$ cat src/rtl/commit_lane_check.sv
// ----------------------------------------------------------------------------
// commit_lane_check
// Combinational check of one commit lane against the expected ROB index and PC.
//   i_valid / i_rob_idx / i_pc      : this lane's commit data
//   i_exp_rob_idx                   : ROB index this lane must carry
//   i_exp_pc / i_pc_known           : cross-cycle expected PC and whether it is trusted
//   i_prev_valid/_pc/_is_branch     : the lane immediately below (tie off for lane 0)
//   o_rob_ok / o_pc_ok              : 1 when the lane is idle or passes the check
//   o_next_pc                       : sequential successor of this lane's PC
// ----------------------------------------------------------------------------
module commit_lane_check #(
   parameter int ROB_IDX_W = 4,
   parameter int PC_W      = 32
) (
   input  logic                 i_valid,
   input  logic [ROB_IDX_W-1:0] i_rob_idx,
   input  logic [PC_W-1:0]      i_pc,
   input  logic [ROB_IDX_W-1:0] i_exp_rob_idx,
   input  logic [PC_W-1:0]      i_exp_pc,
   input  logic                 i_pc_known,
   input  logic                 i_prev_valid,
   input  logic [PC_W-1:0]      i_prev_pc,
   input  logic                 i_prev_is_branch,
   output logic                 o_rob_ok,
   output logic                 o_pc_ok,
   output logic [PC_W-1:0]      o_next_pc
);

   logic [PC_W-1:0] w_exp_pc;
   logic            w_pc_chk;

   // A valid lane below us defines our expected PC; otherwise fall back to the
   // PC carried over from the previous cycle. Anything after a branch is free.
   always_comb begin
      w_exp_pc = i_prev_valid ? (i_prev_pc + PC_W'(4)) : i_exp_pc;
      w_pc_chk = i_pc_known & ~(i_prev_valid & i_prev_is_branch);
   end

   assign o_rob_ok  = ~i_valid | (i_rob_idx == i_exp_rob_idx);
   assign o_pc_ok   = ~i_valid | ~w_pc_chk | (i_pc == w_exp_pc);
   assign o_next_pc = i_pc + PC_W'(4);

endmodule : commit_lane_check

$ cat config.mk
export PLATFORM = sky130hd
export DESIGN_NAME = commit_lane_check
export DESIGN_NICKNAME = d
export VERILOG_FILES = /design/src/rtl/commit_lane_check.sv
export SDC_FILE = /design/constraint.sdc
export NUM_CORES = 1
export LEC_CHECK = 0
export BUFFER_PORTS_ARGS = -buffer_cell sky130_fd_sc_hd__buf_2
export CORE_AREA = 3 3 79 81
export DETAILED_ROUTE_END_ITERATION = 10
export DIE_AREA = 0 0 82 84
export PLACE_DENSITY = 0.82
export SYNTH_ARGS = -nofsm -noshare
export SYNTH_HDL_FRONTEND = slang
export SYNTH_SLANG_ARGS = --single-unit
$ cat constraint.sdc
create_clock -name vclk -period 2.2
set_input_delay 0.11 -clock vclk [all_inputs]
set_output_delay 0.11 -clock vclk [all_outputs]
set_load 0.005 [all_outputs]
==> summary.md, run 1 <==
| Metric | Value |
|---|---|
| Crit path kind | input pin to primary output |
| Clock buf count | 0 |
| Placer congestion estimate | 0.8821 |
| Reg area | 0 µm² |
| Routed vias | 3,390 |
| Final hold vios | 0 |
| Top cells by count, synth | xnor2_1, xor2_1, nand3_1, nor2_1 |
| Worst Tran Pin Value | 0.3615 ns |
| Synthesized instance count | 346 |
| Syn_nets | 456 |
| First-pass GRT wire length | 14.42 mm |
| Antenna Nets Post-Route | 0 |
| Area leader, netlist | xnor2_1 |
| P&R area growth vs syn | 58.84% |
| Share of the synthesized area in the top cell type | 17.68% |
| Share of layout cells above drive strength 1 | 45.61% |
| Hold Path Sink | o_next_pc[1] |
| Final Cycle Share | 102.9% |
| Fmax | 441.9 MHz |
| Slew HR | 75.69% |
| Iteration count of the initial detailed-routing pass | 5 |
| RSZ-0062 raised after global routing | yes |
| Io pins | between 100 and 150 |
| Failing checks | setup timing |
| Remaining global-route overflow | 0 |
| Port bufs | 142 |
| Placed insts | 600 |
| Vias in the first global route | a little over 3,000 |
| Post-synthesis cell type count | 55 |
| Top-count cell post-synth | xnor2_1 |
| Mean post-synth cell area | 6.730 µm² |
| Largest net degree at the start of global routing | 19 |
| Row count | 27 |
| Antenna diode count | 0 |
| Num sequential | 0 |
| Hold path cells | 2 |
| Status | finished, violations left |
| Crit Path Max Fanout | 7 |
| Worst Hold Slack | ~0.44 ns |
| Chip width | 82 µm |
| GRT Total Usage | a little over a quarter |
| Worst setup margin | -0.06292 ns |
| Final net count | roughly 650 |
| Pleak | 1.708 nW |
| DR iter-0 viols | between 200 and 300 |
| Slew Viols, Final | 0 |
| PD cells | 166.8 mW/mm² |
| Hold WC Path Type | input pin to primary output |
| Drt total wl | 9.674 mm |
| Final setup viols | 1 |
| DRC Markers | 0 |
| Post-CTS Hold Fix Bufs | 0 |
| Core ar. | 0.005540 mm² |
| Register area share after synthesis | 0% |
| Max-cap viol count | 0 |
| WP data arrival | 2.15 ns |
| Minimum clock period | 2.263 ns |
| Vias/cell | about 5.6 |
| Layout fillers | around 540 |
| Initial core utilization | roughly 42% |
| Synth warn | 0 |
| HP Start | i_pc[1] |
| Avg WL per Cell | 15.94 µm |
| Crit path launch type | input pin |
| Initial antenna violation count | 0 |
| Die Ht | 84 µm |
| Area of the die | 0.006888 mm² |
| Crit. End Element | primary output |
| Largest cells by area after synthesis | xnor2_1, xor2_1, nand4_1, nand3_1, nor2_1 |
| Non-filler cells, final | 607 |
| Hpwl dp | 8.309 mm |
| IR Drop Worst-Case VDD | 0.09933 mV |
| CP required | 2.09 ns |
| Post-Syn Area | around 0.0023 mm² |
-- worst max path at each step --
stage                        from      end  slack [ns]  cells past startpoint
global placement     i_prev_pc[2]  o_pc_ok       -0.16                     12
finish               i_prev_pc[2]  o_pc_ok       -0.06                     13
global route        i_prev_pc[14]  o_pc_ok       -0.23                     12
floorplan           i_prev_pc[12]  o_pc_ok        0.04                      9
detailed placement   i_prev_pc[3]  o_pc_ok       -0.29                     12
CTS                  i_prev_pc[2]  o_pc_ok       -0.13                     12
-- layout make-up --
type	count	area (µm²)	share of cell area, %
tap	72	90.09	2.436
multi-input combinational	305	2266	61.27
inverter	18	67.56	1.827
timing repair buffer	212	1275	34.47
-- per-stage QoR --
stage	power, mW	setup WS (ns)	instance area [µm²]	util [%]	TNS, ns
finish	0.6168	-0.06292	3699	66.76	-0.06292
global route	0.6679	-0.2281	3699	66.76	-0.2281
CTS	0.6052	-0.1326	3625	65.42	-0.1326
detailed placement	0.5851	-0.2875	3503	63.23	-0.3510
global placement	0.5750	-0.1621	3503	63.23	-0.1621
floorplan	0.2799	0.03877	2328	-	0
-- routing by layer --
metal	GRT usage, %	up-vias	share of wire (%)	wire length [µm]
met2	48.49	170	50	4867
met3	0.5400	11	8.3	802
li1	-	1652	-	-
met5	0	-	0	0
met4	2.719	0	1.6	151
met1	33.61	1557	40	3853
-- layout by cell type, fill, tap and decap left out, types with 3 or more instances in the layout --
cell type / n
a31oi_1: 8
inv_1: 18
xnor2_1: 46
buf_2: 137
nand2b_1: 3
buf_4: 70
a211oi_1: 3
mux2_2: 3
and3_1: 9
a21oi_1: 13
and4_1: 5
xor2_1: 40
o21ai_0: 11
nand2_1: 22
buf_6: 3
nor2_2: 3
and3_4: 3
nand3_1: 25
nand4_1: 22
nor2_1: 20
mux2i_1: 5
nor4_2: 3
nor4_1: 3
nor3_1: 3
a311oi_1: 4
-- report_power, final --
part,switching [mW],internal (mW)
Combinational,0.320,0.296
Sequential,0,0
Clock,0,0
-- worst max-delay path, stage by stage --
cell and delay [ns]:
buf_8 0.08, ha_4 0.14, nand3_2 0.07, buf_6 0.14, nor4_1 0.34, buf_4 0.18
nand3_1 0.08, xor2_1 0.16, nand3b_1 0.16, a21oi_1 0.19, nand4_1 0.13, o31ai_2 0.22
buf_2 0.15
-- cell families (layout without fill, tap and decap cells) --
kind of cell	Yosys count	in the layout	share of synthesized area (%)
mux	8	8	3.600
buf+inv	41	230	7.146
xor+xnor	88	88	33.10
simple gates	141	141	35.36
fa+ha+maj	2	2	1.075
compound gates	66	66	19.72
-- repair_timing --
item / CTS / global route
setup buffers: 4 / 3
pin swaps: 15 / 15
endpoints found under the setup margin: 3 / 7
resized for setup: 21 / 14
No activity file was read; power rests on OpenSTA's default activity.
==> run 2: changes to the inputs <==
--- a/config.mk
+++ b/config.mk
@@ -6,9 +6,9 @@
 export NUM_CORES = 1
 export LEC_CHECK = 0
 export BUFFER_PORTS_ARGS = -buffer_cell sky130_fd_sc_hd__buf_2
-export CORE_AREA = 3 3 79 81
+export CORE_AREA = 3 3 77 79
 export DETAILED_ROUTE_END_ITERATION = 10
-export DIE_AREA = 0 0 82 84
+export DIE_AREA = 0 0 80 82
 export PLACE_DENSITY = 0.82
 export SYNTH_ARGS = -nofsm -noshare
 export SYNTH_HDL_FRONTEND = slang
==> constraint.sdc (replaced) <==
create_clock -name vclk -period 2.13
set_input_delay 0.1065 -clock vclk [all_inputs]
set_output_delay 0.1065 -clock vclk [all_outputs]
set_load 0.005 [all_outputs]
==> summary.md, run 2 (synthesis results as in run 1) <==
| Metric | Value |
|---|---|
| Worst setup margin | -0.2355 ns |
| Io pins | 142 |
| Reg area | 0 µm² |
| Drt total wl | approximately 10 mm |
| Routed vias | 3,414 |
| Setup crit start | i_prev_pc[4] |
| Worst Setup EP | o_pc_ok |
| Minimum clock period | 2.365 ns |
| Avg WL per Cell | approximately 16 µm |
| Final setup viols | 1 |
| Final instance area | between 0.003 and 0.004 mm² |
| Slew Viols, Final | 0 |
| Row count | 27 |
| Crit path launch type | input pin |
| Clock buf count | 0 |
| CP max-delay cell | nor4_4 |
| Hold WC Path Type | input pin to primary output |
| Worst Tran Pin Value | 0.3842 ns |
| Antenna diode count | 0 |
| Non-filler cells, final | between 600 and 700 |
| Commonest cells after routing, fill and taps aside | buf_2, buf_4, xnor2_1 |
| Initial antenna violation count | 0 |
| CP delay by family, top | simple AND/OR/NAND/NOR gates |
| Post-CTS Hold Fix Bufs | 0 |
| Fmax | 422.8 MHz |
| Vias in the first global route | 3,108 |
| Num sequential | 0 |
| Leading cell type in the layout, fill and taps excluded | buf_2 |
| Placer congestion estimate | 0.9221 |
| Final net count | 654 |
| Iteration count of the initial detailed-routing pass | 4 |
| Remaining global-route overflow | 0 |
| DR iter-0 viols | 156 |
| CP Buf/Inv Count | 4 |
| Initial core utilization | 43.08% |
| Final Cycle Share | 111.1% |
| Placed insts | 600 |
| Max-cap viol count | 0 |
| Chip width | 80 µm |
| PD cells | between 150 and 200 mW/mm² |
| Antenna Nets Post-Route | 0 |
| Post-placement cell area | 0.003503 mm² |
| Crit path kind | input pin to primary output |
| Share of layout cells above drive strength 1 | 46.86% |
| First-pass GRT wire length | ~15 mm |
| Core ar. | 0.005405 mm² |
| RSZ-0062 raised after global routing | yes |
| Final hold vios | 0 |
| Port bufs | approximately 140 |
| P&R area growth vs syn | 64.54% |
| GRT Total Usage | 27.64% |
| Largest stage delay on the critical path | 0.34 ns |
| Hpwl dp | 8.175 mm |
| Crit Path Max Fanout | 5 |
| DRC Markers | 0 |
| Vias/cell | about 5.6 |
| Crit. End Element | primary output |
| Area of the die | 0.006560 mm² |
| Crit path cell chain | buf_8, nand4_1, buf_6, nor4_4, buf_4, and3_4, and4_4, xnor2_2, a31oi_1, mux2_2, o31ai_2, buf_2 |
| Die Ht | 82 µm |
| Pwr Total | 0.6615 mW |
| Pleak | 1.755 nW |
| Failing checks | setup timing |
| Cell count along the critical path | 12 |
| Largest net degree at the start of global routing | 19 |
| Slew HR | 74.17% |
| IR Drop Worst-Case VDD | 0.1177 mV |
| CP required | around 2.0 ns |
| WP data arrival | around 2.3 ns |
| Status | finished, violations left |
[run 2: cell types whose count changed in the layout (fill, tap and decap cells not counted), sizes merged]
cell    change
buf         +6
clkbuf      +1
[run 2: cell type report]
class / count / area (µm²)
fillers: 478 / 1574
repair buffers: 219 / 1365
well taps: 72 / 90.09
inverters: 18 / 67.56
multi-input cells: 305 / 2308
[run 2: through the flow]
stage | setup slack [ns] | setup TNS (ns) | hold slack (ns) | util [%]
after floorplan | 0.01234 | 0 | 0.2395 | -
after global placement | -0.4003 | -0.4350 | 0.4301 | 64.81
after detailed placement | -0.4178 | -0.5817 | 0.4408 | 64.81
after CTS | -0.1427 | -0.1427 | 0.4397 | 66.60
after global routing | -0.4129 | -0.4129 | 0.4581 | 70.88
final | -0.2355 | -0.2355 | 0.4379 | 70.88
[run 2: how the worst min path moves through the flow]
| stage | start | to | slack, ns | depth (start not counted) |
|---|---|---|---|---|
| final | i_pc[1] | o_next_pc[1] | 0.44 | 2 |
| after CTS | i_pc[1] | o_next_pc[1] | 0.44 | 2 |
| after global routing | i_pc[1] | o_next_pc[1] | 0.46 | 2 |
| after global placement | i_pc[0] | o_next_pc[0] | 0.43 | 2 |
| after floorplan | i_pc[2] | o_next_pc[2] | 0.24 | 1 |
| after detailed placement | i_pc[1] | o_next_pc[1] | 0.44 | 2 |
[run 2: layer usage]
layer | vias up | wire [µm] | global-route usage [%]
li1 | 1668 | - | -
met1 | 1556 | 3793 | 33.16
met2 | 174 | 5186 | 53.89
met3 | 16 | 719 | 2.083
met4 | 0 | 160 | 4.561
met5 | - | 0 | 0
[run 2: power breakdown]
part | switching (mW) | internal (mW)
Sequential | 0 | 0
Clock | 0 | 0
Combinational | 0.340 | 0.322
[run 2: what timing repair did]
action	4_1_cts	5_1_grt
pin swaps	5	20
setup buffers	1	13
endpoints found under the setup margin	4	8
resized for setup	18	40
==> run 3: changes to the inputs <==
--- a/config.mk
+++ b/config.mk
@@ -6,9 +6,9 @@
 export NUM_CORES = 1
 export LEC_CHECK = 0
 export BUFFER_PORTS_ARGS = -buffer_cell sky130_fd_sc_hd__buf_2
-export CORE_AREA = 3 3 77 79
+export CORE_AREA = 2 2 76 78
 export DETAILED_ROUTE_END_ITERATION = 10
-export DIE_AREA = 0 0 80 82
+export DIE_AREA = 0 0 78 80
 export PLACE_DENSITY = 0.82
 export SYNTH_ARGS = -nofsm -noshare
 export SYNTH_HDL_FRONTEND = slang
==> summary.md, run 3 (synthesis results as in run 1) <==
| Metric | Value |
|---|---|
| Iteration count of the initial detailed-routing pass | 5 |
| DR iter-0 viols | 202 |
| Leading cell type in the layout, fill and taps excluded | buf_2 |
| Antenna diode count | 0 |
| Hpwl dp | 8.313 mm |
| Reg area | 0 µm² |
| Hold WC Path Type | input pin to primary output |
| Failing checks | setup timing |
| Routed vias | about 3,500 |
| HP Start | i_pc[0] |
| Final hold vios | 0 |
| Chip width | 78 µm |
| Area of the die | roughly 0.0062 mm² |
| Crit path cell chain | buf_2, nand4_2, nor4_4, a31oi_1, nor4_1, o2111ai_2, nor4_2, nand4_1, o31ai_2, buf_2 |
| Worst Setup EP | o_pc_ok |
| Post-CTS Hold Fix Bufs | 0 |
| Die Ht | roughly 80 µm |
| RSZ-0062 raised after global routing | yes |
| Status | finished, violations left |
| Crit path kind | input pin to primary output |
| Fin util | 70.88% |
| Drt total wl | 10.14 mm |
| Final Cycle Share | 114.1% |
| Io pins | roughly 140 |
| Initial antenna violation count | 0 |
| Pleak | 1.781 nW |
| Vias in the first global route | 3,199 |
| Placer congestion estimate | just over 0.9 |
| Row count | 27 |
| Final instance area | 0.003831 mm² |
| Most used cell, CP | buf_2 |
| Fmax | 411.4 MHz |
| Slew HR | 76.10% |
| Pwr Total | ~0.67 mW |
| Post-placement cell area | 0.003571 mm² |
| Non-filler cells, final | 618 |
| Multi-input logic area | around 0.0023 mm² |
| GRT Total Usage | a little over 30% |
| Vias/cell | 5.610 |
| Final setup viols | 1 |
| PD cells | 173.7 mW/mm² |
| Worst setup margin | -0.3007 ns |
| Avg WL per Cell | 16.40 µm |
| Slew Viols, Final | 0 |
| Crit path launch type | input pin |
| Antenna Nets Post-Route | 0 |
| Clock buf count | 0 |
| Max-cap viol count | 0 |
| Worst Hold Slack | roughly 0.45 ns |
| Final net count | between 600 and 700 |
| Hold path cells | 2 |
| First-pass GRT wire length | approximately 15 mm |
| Worst Tran Pin Value | between 0.3 and 0.4 ns |
| Largest stage delay on the critical path | ~0.42 ns |
| Remaining global-route overflow | 0 |
| Port bufs | 142 |
| DP Worst Slack | -0.4607 ns |
| P&R area growth vs syn | 64.54% |
| Commonest cells after routing, fill and taps aside | buf_2, buf_4, xnor2_1 |
| WP data arrival | 2.32 ns |
| Crit. End Element | primary output |
| IR Drop Worst-Case VDD | 0.1012 mV |
| CP max-delay cell | nor4_4 |
| Num sequential | 0 |
| DRC Markers | 0 |
| Core ar. | 0.005405 mm² |
| Setup crit start | i_prev_pc[7] |
| Initial core utilization | a little over two fifths |
| Final TNS setup | -0.3007 ns |
| Placed insts | 609 |
| CP required | 2.02 ns |
| Minimum clock period | around 2.4 ns |
| Crit Path Max Fanout | 4 |
| Largest net degree at the start of global routing | 13 |
| Layout fillers | 486 |
| Share of layout cells above drive strength 1 | approximately 48% |
==> run 3: cell types whose count changed in the layout (fill, tap and decap cells not counted), moves of 2 or more <==
cell,before,now
buf_2,131,137
nor4_2,5,2
buf_8,4,2
nor4_1,1,3
==> run 3: worst min-delay path by stage <==
stage / to
after floorplan: o_next_pc[2]
after global placement: o_next_pc[1]
final: o_next_pc[0]
after detailed placement: o_next_pc[0]
after global routing: o_next_pc[1]
after CTS: o_next_pc[0]
==> run 3: routing by layer <==
metal,part of all wire (%),global-route usage [%],up-vias
met4,2.2,7.895,0
met5,0,0,-
met2,53,58.53,156
met1,39,36.40,1628
li1,-,-,1667
met3,6.0,2.149,16
==> run 3: cell type report <==
class	instances	share of cell area [%]
inverters	18	1.764
multi-input cells	305	60.35
well taps	72	2.351
repair buffers	223	35.53
==> run 3: timing repair <==
item                       CTS  global route
pin swaps                    9            17
gates resized for setup     19            24
setup endpoints to repair    4             8
setup buffers                3             6
==> run 3: where the power goes <==
group          switching, mW  internal [mW]
registers                  0              0
clock network              0              0
logic                  0.344          0.321
total                  0.344          0.321
==> run 3: worst max-delay path: cells and delay by family <==
kind / cells / cell delay (ns)
and+or+nand+nor: 5 / 1.45
buffers and inverters: 2 / 0.28
AOI/OAI and AO/OA: 3 / 0.47
